$ cat src/rtl/riscv_pkg.sv
// riscv_pkg: shared RV64I(M) decode types, opcode map and width defaults
package riscv_pkg;
  localparam int INSTRSZ_DEFAULT = 32;
  localparam int REGBITS_DEFAULT = 5;
  typedef enum logic [6:0] {
    OP_LOAD   = 7'b0000011,
    OP_IMM    = 7'b0010011,
    OP_AUIPC  = 7'b0010111,
    OP_IMM32  = 7'b0011011,
    OP_STORE  = 7'b0100011,
    OP_OP     = 7'b0110011,
    OP_LUI    = 7'b0110111,
    OP_OP32   = 7'b0111011,
    OP_BRANCH = 7'b1100011,
    OP_JALR   = 7'b1100111,
    OP_JAL    = 7'b1101111
  } opcode_t;
  typedef enum logic [4:0] {
    ALU_ADD, ALU_SUB, ALU_SLL, ALU_SLT, ALU_SLTU, ALU_XOR, ALU_SRL, ALU_SRA, ALU_OR, ALU_AND,
    ALU_MUL, ALU_MULH, ALU_MULHSU, ALU_MULHU, ALU_DIV, ALU_DIVU, ALU_REM, ALU_REMU
  } alu_op_t;
  typedef enum logic [3:0] {
    OPC_ALU, OPC_ALUW, OPC_LOAD, OPC_STORE, OPC_BRANCH, OPC_JAL, OPC_JALR, OPC_LUI, OPC_AUIPC, OPC_MULDIV
  } opclass_t;
  typedef enum logic [2:0] {IMM_NONE, IMM_I, IMM_S, IMM_B, IMM_U, IMM_J} imm_type_t;
  function automatic alu_op_t base_op(input logic [2:0] f3);
    case (f3)
      3'b000:  return ALU_ADD;
      3'b001:  return ALU_SLL;
      3'b010:  return ALU_SLT;
      3'b011:  return ALU_SLTU;
      3'b100:  return ALU_XOR;
      3'b101:  return ALU_SRL;
      3'b110:  return ALU_OR;
      default: return ALU_AND;
    endcase
  endfunction
  // M-extension ops are laid out in funct3 order starting at ALU_MUL
  function automatic alu_op_t mul_op(input logic [2:0] f3);
    return alu_op_t'(5'(ALU_MUL) + {2'b00, f3});
  endfunction
endpackage

$ cat src/rtl/imm_gen.sv
// imm_gen: sign-extended immediate for the I/S/B/U/J formats, zero for R
module imm_gen
  import riscv_pkg::*;
#(
  parameter int XLEN    = 64,
  parameter int INSTRSZ = INSTRSZ_DEFAULT
) (
  input  logic [INSTRSZ-1:0] instr,
  input  imm_type_t          imm_type,
  output logic [XLEN-1:0]    imm
);
  logic [31:0] v;
  logic unused_bits;
  assign unused_bits = ^instr[6:0];
  always_comb begin
    v = imm_type == IMM_I ? {{20{instr[31]}}, instr[31:20]} :
        imm_type == IMM_S ? {{20{instr[31]}}, instr[31:25], instr[11:7]} :
        imm_type == IMM_B ? {{19{instr[31]}}, instr[31], instr[7], instr[30:25], instr[11:8], 1'b0} :
        imm_type == IMM_U ? {instr[31:12], 12'b0} :
        imm_type == IMM_J ? {{11{instr[31]}}, instr[31], instr[19:12], instr[20], instr[30:21], 1'b0} :
        32'd0;
    imm = XLEN'($signed(v));
  end
endmodule

$ cat src/rtl/decode_stage.sv
// decode_stage: pipelined RV64I(M) decoder feeding execute through a 2-entry skid buffer
// RV_M_EXT_EN enables MUL/DIV decoding; otherwise those encodings are illegal.
module decode_stage
  import riscv_pkg::*;
#(
  parameter int XLEN    = 64,
  parameter int INSTRSZ = INSTRSZ_DEFAULT,
  parameter int REGBITS = REGBITS_DEFAULT
) (
  input  logic               clk,
  input  logic               reset,
  input  logic               flush,
  input  logic               in_valid,
  output logic               in_ready,
  input  logic [INSTRSZ-1:0] in_instr,
  input  logic [XLEN-1:0]    in_pc,
  output logic               out_valid,
  input  logic               out_ready,
  output logic [XLEN-1:0]    out_pc,
  output logic [REGBITS-1:0] out_rs1,
  output logic [REGBITS-1:0] out_rs2,
  output logic [REGBITS-1:0] out_rd,
  output logic [XLEN-1:0]    out_imm,
  output alu_op_t            out_alu_op,
  output opclass_t           out_opclass,
  output logic [2:0]         out_funct3,
  output logic               out_uses_rs1,
  output logic               out_uses_rs2,
  output logic               out_writes_rd,
  output logic               out_illegal
);
`ifdef RV_M_EXT_EN
  localparam bit M_EN = 1'b1;
`else
  localparam bit M_EN = 1'b0;
`endif
  localparam bit RV64 = XLEN == 64;
  typedef struct packed {
    logic [XLEN-1:0]    pc;
    logic [REGBITS-1:0] rs1;
    logic [REGBITS-1:0] rs2;
    logic [REGBITS-1:0] rd;
    logic [XLEN-1:0]    imm;
    alu_op_t            alu_op;
    opclass_t           opclass;
    logic [2:0]         funct3;
    logic               uses_rs1;
    logic               uses_rs2;
    logic               writes_rd;
    logic               illegal;
  } entry_t;
  typedef enum logic [1:0] {EMPTY, ONE, FULL} state_t;
  logic [6:0] opc, f7;
  logic [2:0] f3;
  logic ill, u1, u2, wr, w;
  opclass_t cls;
  alu_op_t op;
  imm_type_t it;
  logic [XLEN-1:0] imm;
  entry_t dec, out_q, skid_q;
  state_t state, state_n;
  logic accept, pop;
  assign opc = in_instr[6:0];
  assign f3 = in_instr[14:12];
  assign f7 = in_instr[31:25];
  assign w = opc == OP_OP32;
  always_comb begin
    ill = 1'b0;
    cls = OPC_ALU;
    op = ALU_ADD;
    it = IMM_NONE;
    u1 = 1'b1;
    u2 = 1'b0;
    wr = 1'b1;
    case (opc)
      OP_LUI: begin
        cls = OPC_LUI;
        it = IMM_U;
        u1 = 1'b0;
      end
      OP_AUIPC: begin
        cls = OPC_AUIPC;
        it = IMM_U;
        u1 = 1'b0;
      end
      OP_JAL: begin
        cls = OPC_JAL;
        it = IMM_J;
        u1 = 1'b0;
      end
      OP_JALR: begin
        cls = OPC_JALR;
        it = IMM_I;
        ill = f3 != 3'b000;
      end
      OP_BRANCH: begin
        cls = OPC_BRANCH;
        it = IMM_B;
        u2 = 1'b1;
        wr = 1'b0;
        ill = f3[2:1] == 2'b01;
      end
      OP_LOAD: begin
        cls = OPC_LOAD;
        it = IMM_I;
        ill = f3 == 3'b111 || (!RV64 && (f3 == 3'b011 || f3 == 3'b110));
      end
      OP_STORE: begin
        cls = OPC_STORE;
        it = IMM_S;
        u2 = 1'b1;
        wr = 1'b0;
        ill = f3[2] || (!RV64 && f3 == 3'b011);
      end
      OP_IMM: begin
        it = IMM_I;
        op = f3 == 3'b101 && in_instr[30] ? ALU_SRA : base_op(f3);
        // 6-bit shamt: only funct6 is checked, bit 25 belongs to the shift amount
        ill = (f3 == 3'b001 && in_instr[31:26] != 6'b000000) ||
              (f3 == 3'b101 && in_instr[31:26] != 6'b000000 && in_instr[31:26] != 6'b010000);
      end
      OP_IMM32: begin
        cls = OPC_ALUW;
        it = IMM_I;
        op = f3 == 3'b101 && in_instr[30] ? ALU_SRA : base_op(f3);
        ill = !RV64 || !(f3 == 3'b000 || (f3 == 3'b001 && f7 == 7'b0000000) ||
              (f3 == 3'b101 && (f7 == 7'b0000000 || f7 == 7'b0100000)));
      end
      OP_OP, OP_OP32: begin
        u2 = 1'b1;
        if (f7 == 7'b0000001) begin
          cls = OPC_MULDIV;
          op = mul_op(f3);
          ill = !M_EN || (w && (!RV64 || f3 inside {3'b001, 3'b010, 3'b011}));
        end else begin
          cls = w ? OPC_ALUW : OPC_ALU;
          op = f7[5] ? (f3 == 3'b000 ? ALU_SUB : ALU_SRA) : base_op(f3);
          ill = !(f7 == 7'b0000000 || (f7 == 7'b0100000 && (f3 == 3'b000 || f3 == 3'b101))) ||
                (w && (!RV64 || !(f3 inside {3'b000, 3'b001, 3'b101})));
        end
      end
      default: ill = 1'b1;
    endcase
  end
  imm_gen #(.XLEN(XLEN), .INSTRSZ(INSTRSZ)) u_imm (.instr(in_instr), .imm_type(it), .imm(imm));
  assign dec = '{
    pc: in_pc,
    rs1: REGBITS'(in_instr[19:15]),
    rs2: REGBITS'(in_instr[24:20]),
    rd: REGBITS'(in_instr[11:7]),
    imm: imm,
    alu_op: op,
    opclass: cls,
    funct3: f3,
    uses_rs1: u1,
    uses_rs2: u2,
    writes_rd: wr && !ill && in_instr[11:7] != 5'd0,
    illegal: ill
  };
  assign in_ready = state != FULL;
  assign out_valid = state != EMPTY;
  assign accept = in_valid && in_ready;
  assign pop = out_valid && out_ready;
  always_comb begin
    state_n = state;
    case (state)
      EMPTY:   state_n = accept ? ONE : EMPTY;
      ONE:     state_n = accept && !pop ? FULL : !accept && pop ? EMPTY : ONE;
      FULL:    state_n = pop ? ONE : FULL;
      default: state_n = EMPTY;
    endcase
    if (flush) state_n = EMPTY;
  end
  always_ff @(posedge clk) begin
    if (reset) begin
      state <= EMPTY;
      out_q <= '0;
      skid_q <= '0;
    end else begin
      state <= state_n;
      if (!flush && accept && (state == EMPTY || pop)) out_q <= dec;
      else if (!flush && state == FULL && pop) out_q <= skid_q;
      if (!flush && accept && state == ONE && !pop) skid_q <= dec;
    end
  end
  assign out_pc = out_q.pc;
  assign out_rs1 = out_q.rs1;
  assign out_rs2 = out_q.rs2;
  assign out_rd = out_q.rd;
  assign out_imm = out_q.imm;
  assign out_alu_op = out_q.alu_op;
  assign out_opclass = out_q.opclass;
  assign out_funct3 = out_q.funct3;
  assign out_uses_rs1 = out_q.uses_rs1;
  assign out_uses_rs2 = out_q.uses_rs2;
  assign out_writes_rd = out_q.writes_rd;
  assign out_illegal = out_q.illegal;
endmodule

$ cat config.mk
export PLATFORM = sky130hd
export DESIGN_NAME = decode_stage
export DESIGN_NICKNAME = d
export VERILOG_FILES = /design/src/rtl/riscv_pkg.sv /design/src/rtl/imm_gen.sv /design/src/rtl/decode_stage.sv
export SDC_FILE = /design/constraint.sdc
export NUM_CORES = 1
export LEC_CHECK = 0
export ABC_AREA = 1
export BUFFER_PORTS_ARGS = -buffer_cell sky130_fd_sc_hd__buf_4
export CORE_ASPECT_RATIO = 0.75
export CORE_MARGIN = 8
export CORE_UTILIZATION = 35
export CTS_CLUSTER_DIAMETER = 150
export DETAILED_ROUTE_END_ITERATION = 10
export GPL_TIMING_DRIVEN = 0
export SLEW_MARGIN = 15
export SYNTH_ARGS = -nofsm -noshare
export SYNTH_HDL_FRONTEND = slang
export SYNTH_SLANG_ARGS = --single-unit
$ cat constraint.sdc
create_clock -name clk -period 1.7 [get_ports clk]
set_clock_uncertainty 0.05 [all_clocks]
set_input_delay 0 -clock clk [delete_from_list [all_inputs] [get_ports clk]]
set_output_delay 0 -clock clk [all_outputs]
set_load 0.005 [all_outputs]
==> report_table.html <==
<table>
<tr><th>Metric</th><th>Value</th></tr>
<tr><th colspan="2">STA</th></tr>
<tr><td>Post-route worst setup slack</td><td>-0.116 ns</td></tr>
<tr><td>Rel. slew slack</td><td>41.5%</td></tr>
<tr><td>Number of max-slew violations in the final report</td><td>0</td></tr>
<tr><td>Total setup violations reported at the end of the flow</td><td>226</td></tr>
<tr><td>Worst Tran Pin Value</td><td>0.878 ns</td></tr>
<tr><td>Maximum operating frequency</td><td>0.551 GHz</td></tr>
<tr><td>Final Hold Fails</td><td>0</td></tr>
<tr><td>Tcrit/Tclk final</td><td>107%</td></tr>
<tr><td>Time the worst path needs with I/O delays and setup</td><td>1.82 ns</td></tr>
<tr><td>Setup repair after global routing missed its margin</td><td>yes</td></tr>
<tr><th colspan="2">GRT</th></tr>
<tr><td>Number of global-route vias before repair</td><td>11608</td></tr>
<tr><td>Number of antenna violations at the first check in global routing</td><td>0</td></tr>
<tr><td>Pin count of the biggest net entering global routing</td><td>35</td></tr>
<tr><td>First-pass GRT wire length</td><td>67.4 mm</td></tr>
<tr><td>GRT Resource Usage Total</td><td>22.5%</td></tr>
<tr><td>Total global routing overflow</td><td>0</td></tr>
<tr><th colspan="2">Flow run</th></tr>
<tr><td>Number of max-capacitance violations reported</td><td>0</td></tr>
<tr><th colspan="2">Synthesis</th></tr>
<tr><td>Number of flops mapped to enable cells by yosys</td><td>0</td></tr>
<tr><td>Post-synthesis sequential area ratio</td><td>46.5%</td></tr>
<tr><td>Instance count of the mapped netlist</td><td>1561</td></tr>
<tr><td>Total of flip-flops plus latches after synthesis</td><td>256</td></tr>
<tr><td>Nets in the synthesized netlist</td><td>1667</td></tr>
<tr><td>Synthesized area divided by synthesized cell count</td><td>7.06 µm²</td></tr>
<tr><td>Ys async rst share</td><td>0%</td></tr>
<tr><td>Cell area after synthesis</td><td>0.0110 mm²</td></tr>
<tr><td>Number of synthesis warnings</td><td>0</td></tr>
<tr><td>Most used flip-flop cell after synthesis</td><td>dfxtp_1</td></tr>
<tr><td>Number of distinct library cells after synthesis</td><td>36</td></tr>
<tr><th colspan="2">Setup path</th></tr>
<tr><td>Signal arrival time at the worst endpoint</td><td>2.19 ns</td></tr>
<tr><td>Endpoint type of the worst setup path</td><td>flop</td></tr>
<tr><td>CP Class</td><td>reg2reg</td></tr>
<tr><td>Required time reported for the critical path endpoint</td><td>2.08 ns</td></tr>
<tr><td>Crit path max fanout</td><td>8</td></tr>
<tr><td>Kind of launch point of the worst setup path</td><td>flop</td></tr>
<tr><th colspan="2">Detailed routing</th></tr>
<tr><td>Per-cell via count in the routed design</td><td>5.03</td></tr>
<tr><td>Count of vias placed by the detailed router</td><td>12283</td></tr>
<tr><td>Routed Antenna Nets</td><td>0</td></tr>
<tr><td>DR WL/cell</td><td>19.2 µm</td></tr>
<tr><td>1st-pass router iterations</td><td>5</td></tr>
<tr><td>Residual DRC</td><td>0</td></tr>
<tr><td>Drt initial violations</td><td>997</td></tr>
<tr><td>Detailed Route WL</td><td>46.9 mm</td></tr>
<tr><th colspan="2">Die</th></tr>
<tr><td>Die H</td><td>170 µm</td></tr>
<tr><td>Placeable Area</td><td>0.0311 mm²</td></tr>
<tr><td>Number of rows in the core area</td><td>56</td></tr>
<tr><td>I/O pin count</td><td>262</td></tr>
<tr><td>Die X</td><td>221 µm</td></tr>
<tr><td>Die footprint</td><td>0.0375 mm²</td></tr>
<tr><td>Initial core utilization</td><td>35.4%</td></tr>
<tr><th colspan="2">Min path</th></tr>
<tr><td>Path category of the worst min-delay check</td><td>in2reg</td></tr>
<tr><th colspan="2">Place</th></tr>
<tr><td>Routability Congestion</td><td>0.902</td></tr>
<tr><td>Buffers added on ports</td><td>259</td></tr>
<tr><td>Detail Placement HPWL</td><td>31.0 mm</td></tr>
<tr><td>Count of placed standard cells including taps</td><td>2226</td></tr>
<tr><th colspan="2">Clock tree</th></tr>
<tr><td>Worst-skew pair later-pin latency</td><td>0.56 ns</td></tr>
<tr><td>TritonCTS clock tree</td><td>done</td></tr>
<tr><td>Bufs on Longest Clock Path</td><td>3</td></tr>
<tr><td>CTS H-tree lvls</td><td>1</td></tr>
<tr><td>Total CTS buffers</td><td>28</td></tr>
<tr><td>Total clock sinks</td><td>256</td></tr>
<tr><td>Buffer cell driving the clock tree root</td><td>clkbuf_16</td></tr>
<tr><td>Reg clk slew, reported paths</td><td>0.06 ns</td></tr>
<tr><th colspan="2">Finish</th></tr>
<tr><td>N_diodes</td><td>0</td></tr>
<tr><td>Total number of nets in the final design</td><td>2123</td></tr>
<tr><td>Util after Layout</td><td>57.7%</td></tr>
<tr><td>Layout cells sized above 1</td><td>32.7%</td></tr>
<tr><td>Fill cell total of the finished layout</td><td>2840</td></tr>
<tr><td>Finished Layout Cells</td><td>2444</td></tr>
<tr><td>Area added between synthesis and finish</td><td>63.0%</td></tr>
<tr><th colspan="2">Pwr</th></tr>
<tr><td>Peak ir drop on the vdd network</td><td>0.000671 V</td></tr>
<tr><td>Static leakage</td><td>7.75 nW</td></tr>
<tr><td>Areal power density over the cells</td><td>802 mW/mm²</td></tr>
<tr><th colspan="2">Outcome</th></tr>
<tr><td>Violations in the final reports</td><td>setup timing</td></tr>
<tr><td>Run status</td><td>complete, but fails checks</td></tr>
</table>
metrics by stage:
stage               power [W]  hold slack [ns]  setup WS, ns  instance area (µm²)  TNS (ns)
finish                 0.0144           0.0286        -0.116                18000    -10.59
global route           0.0149           0.0697        -0.212                18000    -28.27
CTS                    0.0142         0.000918        -0.159                16400    -10.61
detailed placement    0.00770            0.222        -0.560                13500    -89.98
global placement      0.00769            0.215        -0.552                13500    -86.91
floorplan             0.00696           0.0910        0.0497                11000         0
cell usage after synthesis (2+ instances only):
library cell,instances,area [µm²]
nand3_2,2,20.0
a21oi_1,78,390
nor3_1,4,20.0
nand3_1,43,215
ha_1,5,62.6
inv_1,121,454
buf_2,42,210
nor2_4,3,33.8
nand2_1,413,1550
o21ai_0,150,751
a211oi_1,2,15.0
a31oi_1,87,544
o211ai_1,8,60.1
dfxtp_1,256,5120
clkbuf_1,51,191
buf_4,33,248
a221oi_1,2,17.5
nor2_1,201,754
nor2_2,3,18.8
o22ai_1,7,43.8
buf_6,3,33.8
o21ai_1,23,115
inv_2,6,22.5
buf_1,4,15.0
nand4_1,3,18.8
sequential cells by signal, indices dropped and copies added (netlist names):
signal / cells
out_uses_rs2: 1
out_rs2: 5
out_illegal: 1
out_uses_rs1: 1
out_funct3: 3
skid_q: 127
out_rd: 5
state: 2
out_pc: 64
out_writes_rd: 1
out_opclass: 4
out_alu_op: 5
out_rs1: 5
out_imm: 32
where the power goes:
part | leakage, nW | internal [W] | total [W] | switching (W)
sequential | 2.08 | 0.00617 | 0.00628 | 0.000111
clock | 0.450 | 0.00360 | 0.00613 | 0.00253
combinational | 5.22 | 0.00101 | 0.00199 | 0.000988
cells by family (layout without fill, tap and decap cells):
family,after synthesis,after routing,share of synthesized area [%]
DFF,256,256,46.5
adders and majority gates,5,5,0.568
buffers and inverters,261,738,10.7
and+or+nand+nor,676,676,24.2
AOI/OAI and AO/OA,363,363,18.0
per-layer routing:
layer  global-route usage (%)  part of all wire [%]  vias up
met5                        0                     0        -
met4                     6.86                   3.1        0
met3                     5.80                   8.3       88
met2                     34.6                    44      523
met1                     30.7                    45     5709
li1                         -                     -     5963
critical path, stage by stage, from the launching register on:
cell     delay [ns]
dfxtp_2        0.33
inv_2          0.06
nor2_4         0.05
nor2_4         0.13
nand2_4        0.07
a21oi_4        0.13
buf_6          0.13
inv_6          0.04
nand2_8        0.08
inv_8          0.05
buf_12         0.14
buf_12         0.15
nand2_2        0.05
o21ai_1        0.05
a21oi_1        0.11
nor2_1         0.05
final timing paths:
| check | start | end | slack, ns | depth (start not counted) |
|---|---|---|---|---|
| worst max register to register | state[1] | out_imm[19] | -0.12 | 15 |
| worst min-delay path | in_instr[3] | skid_q[2] | 0.03 | 4 |
| worst max-delay path | state[1] | out_imm[19] | -0.12 | 15 |
| worst min register to register | skid_q[123] | skid_q[123] | 0.41 | 2 |
placed cells by master, fill, tap and decap left out, drive strengths merged, types with 2 or more instances in the layout:
master         n
nand2        415
buf          405
dfxtp        256
nor2         207
o21ai        173
inv          126
clkbuf       100
dlygate4sd3   97
a31oi         87
a21oi         79
nand3         45
o211ai         8
o22ai          7
clkinv         7
ha             5
nor3           5
nand4          3
a221oi         2
a211oi         2
bufinv         2
timing repair:
action / in CTS / in global routing
setup buffers: 25 / 17
hold buffers: 97 / 0
setup endpoints to repair: 287 / 286
pin swaps: 21 / 62
hold endpoints to repair: 234 / 0
cloned: 10 / 24
gates resized for setup: 204 / 329
area by class of cell:
class	instances	area, µm²	share of cell area [%]
clock inverter	8	90.1	0.502
tap	406	508	2.83
timing repair buffer	430	4180	23.3
clock buffer	43	818	4.56
buffer	129	1350	7.53
multi-input combinational	1044	5360	29.8
inverter	128	517	2.88
sequential	256	5130	28.6
(Power assumes the default switching activity.)
